===== src/rtl/tdm_rx_framed.sv =====
`default_nettype none
// ============================================================================
// Module      : tdm_rx_framed
// Description : TDM serial-audio receiver with frame-sync tracking. It
//               deserialises sd_in into per-slot PCM words and hands them out
//               over valid/ready.
// Revision    : 1.0 - initial release
// ============================================================================
module tdm_rx_framed #(
    parameter int WORD_LEN     = 32,
    parameter int PCM_WIDTH    = 24,
    parameter int TDM_CHANNELS = 8,
    parameter int FS_DELAY     = 1,
    parameter int MISS_LIMIT   = 2,
    parameter int CH_W         = (TDM_CHANNELS > 1) ? $clog2(TDM_CHANNELS) : 1
) (
    input  logic                    bclk,
    input  logic                    rst,
    input  logic                    lrclk,
    input  logic                    sd_in,
    input  logic [TDM_CHANNELS-1:0] ch_en,
    input  logic                    cnt_clr,
    input  logic                    pcm_ready,
    output logic [PCM_WIDTH-1:0]    pcm_data,
    output logic [CH_W-1:0]         pcm_ch,
    output logic                    pcm_last,
    output logic                    pcm_valid,
    output logic                    locked,
    output logic [7:0]              sync_err_cnt,
    output logic [7:0]              ovf_cnt
);
    localparam int c_bit_w  = $clog2(WORD_LEN);
    localparam int c_miss_w = $clog2(MISS_LIMIT + 1);
    localparam logic [c_bit_w-1:0]  c_last_bit   = c_bit_w'(WORD_LEN - 1);
    localparam logic [CH_W-1:0]     c_last_slot  = CH_W'(TDM_CHANNELS - 1);
    localparam logic [c_miss_w-1:0] c_miss_limit = c_miss_w'(MISS_LIMIT);
    localparam logic [0:0] c_st_hunt = 1'b0;
    localparam logic [0:0] c_st_run  = 1'b1;

    logic                 r_lrclk_q;
    logic                 w_fsync;
    logic                 w_fs_pos;
    logic [0:0]           r_state;
    logic [0:0]           w_state_nxt;
    logic [c_bit_w-1:0]   r_bit_cnt;
    logic [CH_W-1:0]      r_slot_cnt;
    logic [c_miss_w-1:0]  r_miss_cnt;
    logic [c_miss_w-1:0]  w_miss_nxt;
    logic [PCM_WIDTH-1:0] r_shift;
    logic [PCM_WIDTH-1:0] w_shift_nxt;
    logic [PCM_WIDTH-1:0] w_word;
    logic                 w_take;
    logic                 w_at_start;
    logic                 w_restart;
    logic                 w_capture;
    logic                 w_sync_err;
    logic                 w_miss_inc;
    logic                 w_miss_clr;
    logic                 w_word_done;
    logic                 w_slot_en;
    logic                 w_load;
    logic                 w_drop;
    logic [CH_W-1:0]      w_top_slot;
    logic [PCM_WIDTH-1:0] r_pcm_data;
    logic [CH_W-1:0]      r_pcm_ch;
    logic                 r_pcm_last;
    logic                 r_pcm_valid;
    logic [7:0]           r_sync_err_cnt;
    logic [7:0]           r_ovf_cnt;

    assign w_fsync = lrclk & ~r_lrclk_q;

    generate
        if (FS_DELAY == 0) begin : g_fs_direct
            assign w_fs_pos = w_fsync;
        end else begin : g_fs_delayed
            logic [FS_DELAY-1:0] r_fs_dly;
            always_ff @(posedge bclk) begin
                if (rst) r_fs_dly <= '0;
                else     r_fs_dly <= FS_DELAY'({r_fs_dly, w_fsync});
            end
            assign w_fs_pos = r_fs_dly[FS_DELAY-1];
        end
    endgenerate

    assign w_at_start  = (r_bit_cnt == '0) && (r_slot_cnt == '0);
    assign w_miss_nxt  = r_miss_cnt + c_miss_w'(1);
    // Only the leading PCM_WIDTH bits of a slot are kept; the rest are don't-care.
    assign w_take      = (32'(r_bit_cnt) < 32'(PCM_WIDTH));
    assign w_shift_nxt = PCM_WIDTH'({r_shift, sd_in});
    assign w_word      = (PCM_WIDTH == WORD_LEN) ? w_shift_nxt : r_shift;

    always_ff @(posedge bclk) begin
        if (rst) r_state <= c_st_hunt;
        else     r_state <= w_state_nxt;
    end

    always_comb begin
        w_state_nxt = r_state;
        w_restart   = 1'b0;
        w_capture   = 1'b0;
        w_sync_err  = 1'b0;
        w_miss_inc  = 1'b0;
        w_miss_clr  = 1'b0;
        case (r_state)
            c_st_hunt: begin
                if (w_fs_pos) begin
                    w_state_nxt = c_st_run;
                    w_restart   = 1'b1;
                end
            end
            default: begin
                if (w_fs_pos && !w_at_start) begin
                    w_restart  = 1'b1;
                    w_sync_err = 1'b1;
                end else if (w_fs_pos) begin
                    w_capture  = 1'b1;
                    w_miss_clr = 1'b1;
                end else if (w_at_start) begin
                    // Flywheel through a missing sync until the limit is hit.
                    if (w_miss_nxt == c_miss_limit) begin
                        w_state_nxt = c_st_hunt;
                        w_miss_clr  = 1'b1;
                    end else begin
                        w_capture  = 1'b1;
                        w_miss_inc = 1'b1;
                    end
                end else begin
                    w_capture = 1'b1;
                end
            end
        endcase
    end

    always_comb begin
        w_top_slot = '0;
        for (int k = 0; k < TDM_CHANNELS; k++) begin
            if (ch_en[k]) w_top_slot = CH_W'(k);
        end
    end

    assign w_word_done = w_capture && (r_bit_cnt == c_last_bit);
    assign w_slot_en   = ch_en[r_slot_cnt];
    assign w_load      = w_word_done && w_slot_en && (!r_pcm_valid || pcm_ready);
    assign w_drop      = w_word_done && w_slot_en && r_pcm_valid && !pcm_ready;

    always_ff @(posedge bclk) begin
        if (rst) begin
            r_lrclk_q  <= 1'b0;
            r_bit_cnt  <= '0;
            r_slot_cnt <= '0;
            r_miss_cnt <= '0;
            r_shift    <= '0;
        end else begin
            r_lrclk_q <= lrclk;
            if (w_restart) begin
                r_shift    <= w_shift_nxt;
                r_bit_cnt  <= c_bit_w'(1);
                r_slot_cnt <= '0;
            end else if (w_capture) begin
                if (w_take) r_shift <= w_shift_nxt;
                if (r_bit_cnt == c_last_bit) begin
                    r_bit_cnt  <= '0;
                    r_slot_cnt <= (r_slot_cnt == c_last_slot) ? '0 : r_slot_cnt + CH_W'(1);
                end else begin
                    r_bit_cnt <= r_bit_cnt + c_bit_w'(1);
                end
            end
            if (w_miss_clr || w_restart) r_miss_cnt <= '0;
            else if (w_miss_inc)         r_miss_cnt <= w_miss_nxt;
        end
    end

    always_ff @(posedge bclk) begin
        if (rst) begin
            r_pcm_data     <= '0;
            r_pcm_ch       <= '0;
            r_pcm_last     <= 1'b0;
            r_pcm_valid    <= 1'b0;
            r_sync_err_cnt <= '0;
            r_ovf_cnt      <= '0;
        end else begin
            if (w_load) begin
                r_pcm_data  <= w_word;
                r_pcm_ch    <= r_slot_cnt;
                r_pcm_last  <= (r_slot_cnt == w_top_slot);
                r_pcm_valid <= 1'b1;
            end else if (pcm_ready) begin
                r_pcm_valid <= 1'b0;
            end
            if (cnt_clr) begin
                r_sync_err_cnt <= '0;
                r_ovf_cnt      <= '0;
            end else begin
                if (w_sync_err && (r_sync_err_cnt != 8'hFF)) r_sync_err_cnt <= r_sync_err_cnt + 8'd1;
                if (w_drop && (r_ovf_cnt != 8'hFF))          r_ovf_cnt      <= r_ovf_cnt + 8'd1;
            end
        end
    end

    assign pcm_data     = r_pcm_data;
    assign pcm_ch       = r_pcm_ch;
    assign pcm_last     = r_pcm_last;
    assign pcm_valid    = r_pcm_valid;
    assign locked       = (r_state == c_st_run);
    assign sync_err_cnt = r_sync_err_cnt;
    assign ovf_cnt      = r_ovf_cnt;

endmodule
`default_nettype wire


===== config.mk =====
export PLATFORM = sky130hd
export DESIGN_NAME = tdm_rx_framed
export DESIGN_NICKNAME = d
export VERILOG_FILES = /design/src/rtl/tdm_rx_framed.sv
export SDC_FILE = /design/constraint.sdc
export NUM_CORES = 1
export LEC_CHECK = 0
export ABC_AREA = 1
export BUFFER_PORTS_ARGS = -buffer_cell sky130_fd_sc_hd__buf_4
export CAP_MARGIN = 15
export CORE_UTILIZATION = 60
export CTS_CLUSTER_DIAMETER = 150
export DETAILED_ROUTE_END_ITERATION = 7
export GPL_ROUTABILITY_DRIVEN = 0
export GPL_TIMING_DRIVEN = 0
export PLACE_DENSITY_LB_ADDON = 0.15
export SLEW_MARGIN = 20
export SYNTH_ARGS = -nofsm -noshare
export SYNTH_HDL_FRONTEND = slang
export SYNTH_SLANG_ARGS = --single-unit

===== constraint.sdc =====
create_clock -name bclk -period 3.6 [get_ports bclk]
set_input_delay 0 -clock bclk [delete_from_list [all_inputs] [get_ports bclk]]
set_output_delay 0 -clock bclk [all_outputs]
set_load 0.05 [all_outputs]

==> results.yml, run 1 <==
clocking:
  postCtsSetupBuffers: 0
  hold_buffers: 4
  cts_resized: 0
  cts_buffers: 9
  clk_pin_slew_worst_paths_ns: 0.09
  cts_buffer_depth: 2
  cts_root_buf: "clkbuf_8"
  tritoncts: "done"
  clk-insertion-delay-late_ns: 0.36
  cts.sinks: 82
  htree_levels: 3
power_and_ir_drop:
  power_density_nw_per_um2: 406
  internal-power_uw: 1250
  comb_power_share: 0.089
  swShare: 0.274
  power_frac_seq: 0.562
  p_total_uw: 1730
  p_sw_uw: 473
  peakVddDrop_uv: 307
  p_leak_uw: 0.00183
  p_clk_frac: 0.349
layout:
  nets: 559
  mostFrequentLayoutCell: "nor2_1"
  drive_above_1_share: 0.181
  final_cell_mix: "128 x nor2_1, 82 x dfxtp_1, 60 x buf_4"
  syn2layout_area_growth_pct: 21.3
  num_antenna_cells: 0
route:
  wire_per_inst_um: 12.2
  totalWireLength_mm: 7.49
  vias: 3286
  first_iter_violations: 174
  first_pass_iters: 5
  viasPerCell: 5.36
  ant_nets: 0
  route.detailed.drc: 0
logic_synthesis:
  synth_nets: 485
  yosys_register_bits: 82
  synth_cell_types: 34
  avgSynthCellArea_um2: 7.59
  yosysWarnings: 0
  yosysSeqAreaShare: 0.468
  syn_area_um2: 3510
  synthCells: 462
worst_setup_path:
  required_ns: 3.85
  path_buf_inv: 4
  crit_fanout: 10
  critPathMaxStageDelay_ns: 0.32
  crit_family: "simple AND/OR/NAND/NOR gates"
  cp_data_arrival_time_ns: 2.53
  cp-start-kind: "flop"
  cp_slowest_cell: "dfxtp_1"
  end_kind: "flop"
  r2r_slack_ns: 1.32
  worstPathCellList: "buf_4 > inv_2 > ha_1 > nand2_1 > inv_1 > nand3_2 > nand2_2 > nand4_4 > nor2_8 > nand2_4 > clkbuf_1 > o21ai_0 > nor2_1"
  crit_type: "reg -> reg"
timing:
  maxClockFrequency_mhz: 438
  min_period_ns: 2.28
  max-slew-margin-rel: 0.423
  tightest_slew_ns: 0.862
  setup_violations: 0
  final-hold-violation-count: 0
  setup_ws_ns: 1.32
  fin_skew_ns: 0.0118
  rsz0062_at_grt: "no"
  drv_slew: 0
  fin_crit_sh: 0.634
  tns_ns: 0
die:
  die_w_um: 78.5
  fp.coreArea_um2: 5570
  die_y_um: 78.5
  start_util: 0.629
  num_rows: 27
  ios: 60
  die_area_um2: 6160
global_route:
  grt_pass1_vias: 2988
  grt_first_pass_wirelength_mm: 12.9
  overflow: 0
  grt_max_degree: 16
  antenna_found_initial: 0
  grt_use_total: 0.265
job:
  max-cap-violations: 0
placement:
  port_buffers: 59
  dp_hpwl_mm: 5.33
  dp_slack_ns: 1.35
outcome:
  status: "complete, no violations"
worst_hold_path:
  hold_class: "in -> reg"
[worst paths after layout]
kind | start | endpoint | cells past startpoint
setup / recovery | r_slot_cnt[0] | pcm_data[14] | 13
hold / removal | pcm_ready | ovf_cnt[6] | 4
setup reg to reg | r_slot_cnt[0] | pcm_data[14] | 13
hold reg to reg | r_lrclk_q | g_fs_delayed.r_fs_dly | 1
[registers in the layout, summed over array words and instances, names as in the netlist, 2 cells and up]
name and flops:
pcm_data 24, r_shift 24, ovf_cnt 8, sync_err_cnt 8, r_bit_cnt 5, pcm_ch 3, r_slot_cnt 3, r_miss_cnt 2
[worst register-to-register path: stages, from the launching register on]
cell      delay (ns)
dfxtp_1         0.32
buf_4           0.16
inv_2           0.09
ha_1            0.16
nand2_1         0.06
inv_1           0.06
nand3_2         0.08
nand2_2         0.12
nand4_4         0.23
nor2_8          0.24
nand2_4         0.07
clkbuf_1        0.25
o21ai_0         0.27
nor2_1          0.06
[cell families (layout without fill, tap and decap cells)]
family / after synthesis / in the layout / share of synthesized area
simple gates: 213 / 213 / 0.269
compound gates: 99 / 99 / 0.146
flops: 82 / 82 / 0.468
buf+inv: 51 / 130 / 0.0653
fa+ha+maj: 9 / 9 / 0.0321
xor+xnor: 8 / 8 / 0.0200
[cells in the mapped netlist, drive strengths merged]
master	number	area share
nand3	21	0.033
nor2	130	0.15
nor3b	1	0.0021
xnor2	2	0.0050
nor4	1	0.0018
clkbuf	8	0.0086
nor3	6	0.012
nand2	41	0.047
dfxtp	82	0.47
ha	9	0.032
clkinv	2	0.0021
xor2	6	0.015
o21a	1	0.0021
a21oi	26	0.037
o211ai	1	0.0021
nand4	12	0.026
inv	32	0.034
a211oi	1	0.0021
o21ai	70	0.10
buf	9	0.020
or2	1	0.0018
[layer usage]
metal | vias up | GRT usage | wire [um] | part of all wire
li1 | 1669 | - | - | -
met1 | 1512 | 0.324 | 3350 | 0.45
met2 | 91 | 0.453 | 3620 | 0.48
met3 | 14 | 0.0465 | 372 | 0.050
met4 | 0 | 0.122 | 150 | 0.020
met5 | - | 0 | 0 | 0
[stage by stage]
step           std cells  hold WS, ns  cell area [um^2]   util
6_report             613        0.161              4260  0.764
5_1_grt              613        0.193              4260  0.764
4_1_cts              613        0.153              4260  0.764
3_5_place_dp         593        0.217              4040  0.725
3_3_place_gp         593        0.215              4040  0.725
2_1_floorplan        462       0.0691              3510      -
[power by group through the flow]
stage / logic (uW) / clock network [uW] / registers [uW]
2_1_floorplan: 105 / 0 / 987
5_1_grt: 176 / 654 / 976
3_3_place_gp: 141 / 0 / 989
3_5_place_dp: 147 / 0 / 990
4_1_cts: 151 / 613 / 969
6_report: 154 / 603 / 971
[cell type report]
cell class	instances	area, um^2
repair buffers	63	483
plain buffers	17	101
clock buffers	9	124
multi-input cells	329	1640
clock inverters	7	51.3
flip-flops and latches	82	1640
inverters	34	128
well taps	72	90.1
fillers	447	1320
(Power assumes the default switching activity.)
==> inputs of run 2 (changes only) <==
ABC_AREA = 0   (was 1)
CORE_UTILIZATION = 55   (was 60)
clock period = 2.2 ns   (was 3.6 ns; I/O delays follow)
==> run 2 against run 1 <==
Compared with the run above: sequential power up 54%; clock power up 81%; register-to-register slack worse by 1.3 ns; wire length down 3.8%; power up 61%; core utilization down 2.4 points; area after synthesis up 0.82%; count of clock-buffer cells in the layout up 2; combinational power up 23%; non-clock buffer count up 12; critical path type unchanged; largest cell class is now multi-input gates; largest power group unchanged; highest routed layer unchanged.
==> results.yml, run 2 <==
timing:
  final-hold-violation-count: 0
  maxClockFrequency_mhz: 467
  drv_slew: 0
  rsz0062_at_grt: "yes"
  fin_skew_ns: 0.0120
  tns_ns: 0
  tightest_slew_ns: 0.588
  max-slew-margin-rel: 0.607
  setup_violations: 0
  min_period_ns: 2.14
  fin_crit_sh: 0.973
route:
  route.detailed.drc: 0
  first_pass_iters: 4
  viasPerCell: 5.42
  totalWireLength_mm: 7.21
  first_iter_violations: 96
  vias: 2879
  ant_nets: 0
  wire_per_inst_um: 13.6
die:
  start_util: 0.584
  fp.coreArea_um2: 6060
  die_w_um: 82.2
  die_y_um: 82.2
  ios: 60
  die_area_um2: 6760
  num_rows: 28
layout:
  drive_above_1_share: 0.250
  nets: 475
  num_antenna_cells: 0
  final_cell_mix: "75 x dfxtp_1, 70 x buf_4, 68 x nor2_1"
  stdcell_count: 531
  fillers: 461
  syn2layout_area_growth_pct: 26.8
  mostFrequentLayoutCell: "dfxtp_1"
  finalInstanceArea_um2: 4480
placement:
  placed_cells: 502
  dp_hpwl_mm: 4.86
  port_buffers: 58
  placed_area_um2: 4070
clocking:
  htree_levels: 3
  cts_buffers: 9
  clk_pin_slew_worst_paths_ns: 0.09
  tritoncts: "done"
  clk-insertion-delay-late_ns: 0.35
  cts.sinks: 82
  cts_buffer_depth: 2
  cts_root_buf: "clkbuf_8"
worst_setup_path:
  end_kind: "flop"
  cp_data_arrival_time_ns: 2.42
  cp-start-kind: "flop"
  crit_type: "reg -> reg"
  crit_fanout: 7
  required_ns: 2.48
logic_synthesis:
  netlist.area_leader.share: 0.464
  synth_common_cells: "82 x dfxtp_1, 69 x nor2_1, 54 x mux2i_1"
  yosys_register_bits: 82
  syn_area_um2: 3540
  synth_top_family_by_area: "simple AND/OR/NAND/NOR gates"
  yosysSeqAreaShare: 0.464
  avgSynthCellArea_um2: 9.59
  synthCells: 369
  muxShareOfSynthArea: 0.169
  async_reset_ff_frac: 0
  synth_compound_area_frac: 0.0856
  yosys.area.top_type: "dfxtp_1"
  yosysWarnings: 0
  synth_nets: 392
  synthAdderAreaFrac: 0.0318
  ys.flop_type: "dfxtp_1"
  yosysMostFrequentCell: "dfxtp_1"
  synth_xor_area_frac: 0.0149
  synthTopCellsByArea: "dfxtp_1 46%, mux2i_1 15%, nor2_1 7.3%, ha_1 3.2%, a21oi_1 2.0%"
  synth_cell_types: 48
  synth-simple-area-share: 0.192
  synth-edff-count: 0
global_route:
  grt_pass1_vias: 2618
  grt_first_pass_wirelength_mm: 11.6
  overflow: 0
  grt_max_degree: 14
  antenna_found_initial: 0
  grt_use_total: 0.227
job:
  max-cap-violations: 0
power_and_ir_drop:
  peakVddDrop_uv: 422
  power_density_nw_per_um2: 622
  p_leak_uw: 0.00203
worst_hold_path:
  hold_class: "in -> reg"
outcome:
  status: "complete, no violations"
run 2: per-stage QoR:
stage / setup WS (ns) / utilization / power, uW / hold WS (ns)
floorplan: 0.137 / - / 1660 / 0.144
global placement: -0.118 / 0.671 / 1700 / 0.238
detailed placement: -0.133 / 0.671 / 1710 / 0.252
CTS: 0.0184 / 0.722 / 2790 / 0.0253
global route: -0.0296 / 0.740 / 2870 / 0.0712
finish: 0.0592 / 0.740 / 2790 / 0.0193
run 2: path summary, 6_finish.rpt:
path	from	end	slack, ns	cells after the start
worst min register to register	r_lrclk_q	g_fs_delayed.r_fs_dly	0.40	1
worst max-delay path	r_bit_cnt[2]	pcm_last	0.06	7
worst min-delay path	rst	r_lrclk_q	0.02	2
worst max register to register	r_bit_cnt[2]	pcm_last	0.06	7
run 2: logic make-up (layout without fill, tap and decap cells):
group	after synthesis	in the layout
AOI/OAI and AO/OA	45	45
xor gates and xnor gates	6	6
adders and majority gates	9	9
buffers and inverters	30	117
DFF	82	82
muxes	57	57
and+or+nand+nor	140	140
run 2: where the power goes:
group | internal [uW] | total (uW) | switching, uW | leakage (uW)
combinational | 82.9 | 190 | 108 | 0.00126
clock | 552 | 1090 | 542 | 0.0000994
sequential | 1490 | 1500 | 11.9 | 0.000666
run 2: final cells by class:
| type | instances | area, um^2 | area share |
|---|---|---|---|
| clock inverters | 4 | 52.6 | 0.0117 |
| flip-flops and latches | 82 | 1660 | 0.370 |
| multi-input cells | 257 | 1820 | 0.406 |
| inverters | 10 | 37.5 | 0.00837 |
| well taps | 75 | 93.8 | 0.0209 |
| plain buffers | 20 | 131 | 0.0293 |
| repair buffers | 72 | 551 | 0.123 |
| clock buffers | 11 | 141 | 0.0315 |
run 2: worst max-delay path, cell delays in order (launching register included):
cell,delay [ns]
dfxtp_2,0.36
or4_4,0.59
o21ai_4,0.25
nand4_1,0.19
buf_6,0.18
buf_4,0.15
a211o_1,0.23
a21oi_1,0.12
run 2: what timing repair did:
action / CTS / global route
hold buffers: 4 / 0
setup buffers: 4 / 6
resized for setup: 10 / 20
pin swaps: 1 / 8
endpoints found under the setup margin: 47 / 61
endpoints found under the hold margin: 5 / 0
run 2: layer usage:
metal  global-route usage  wire (um)  part of all wire  vias to the layer above
met3               0.0473        304             0.042                        9
met4                0.100        119             0.017                        0
met5                    0          0                 0                        -
met2                0.385       3470              0.48                       55
li1                     -          -                 -                     1459
met1                0.277       3310              0.46                     1356
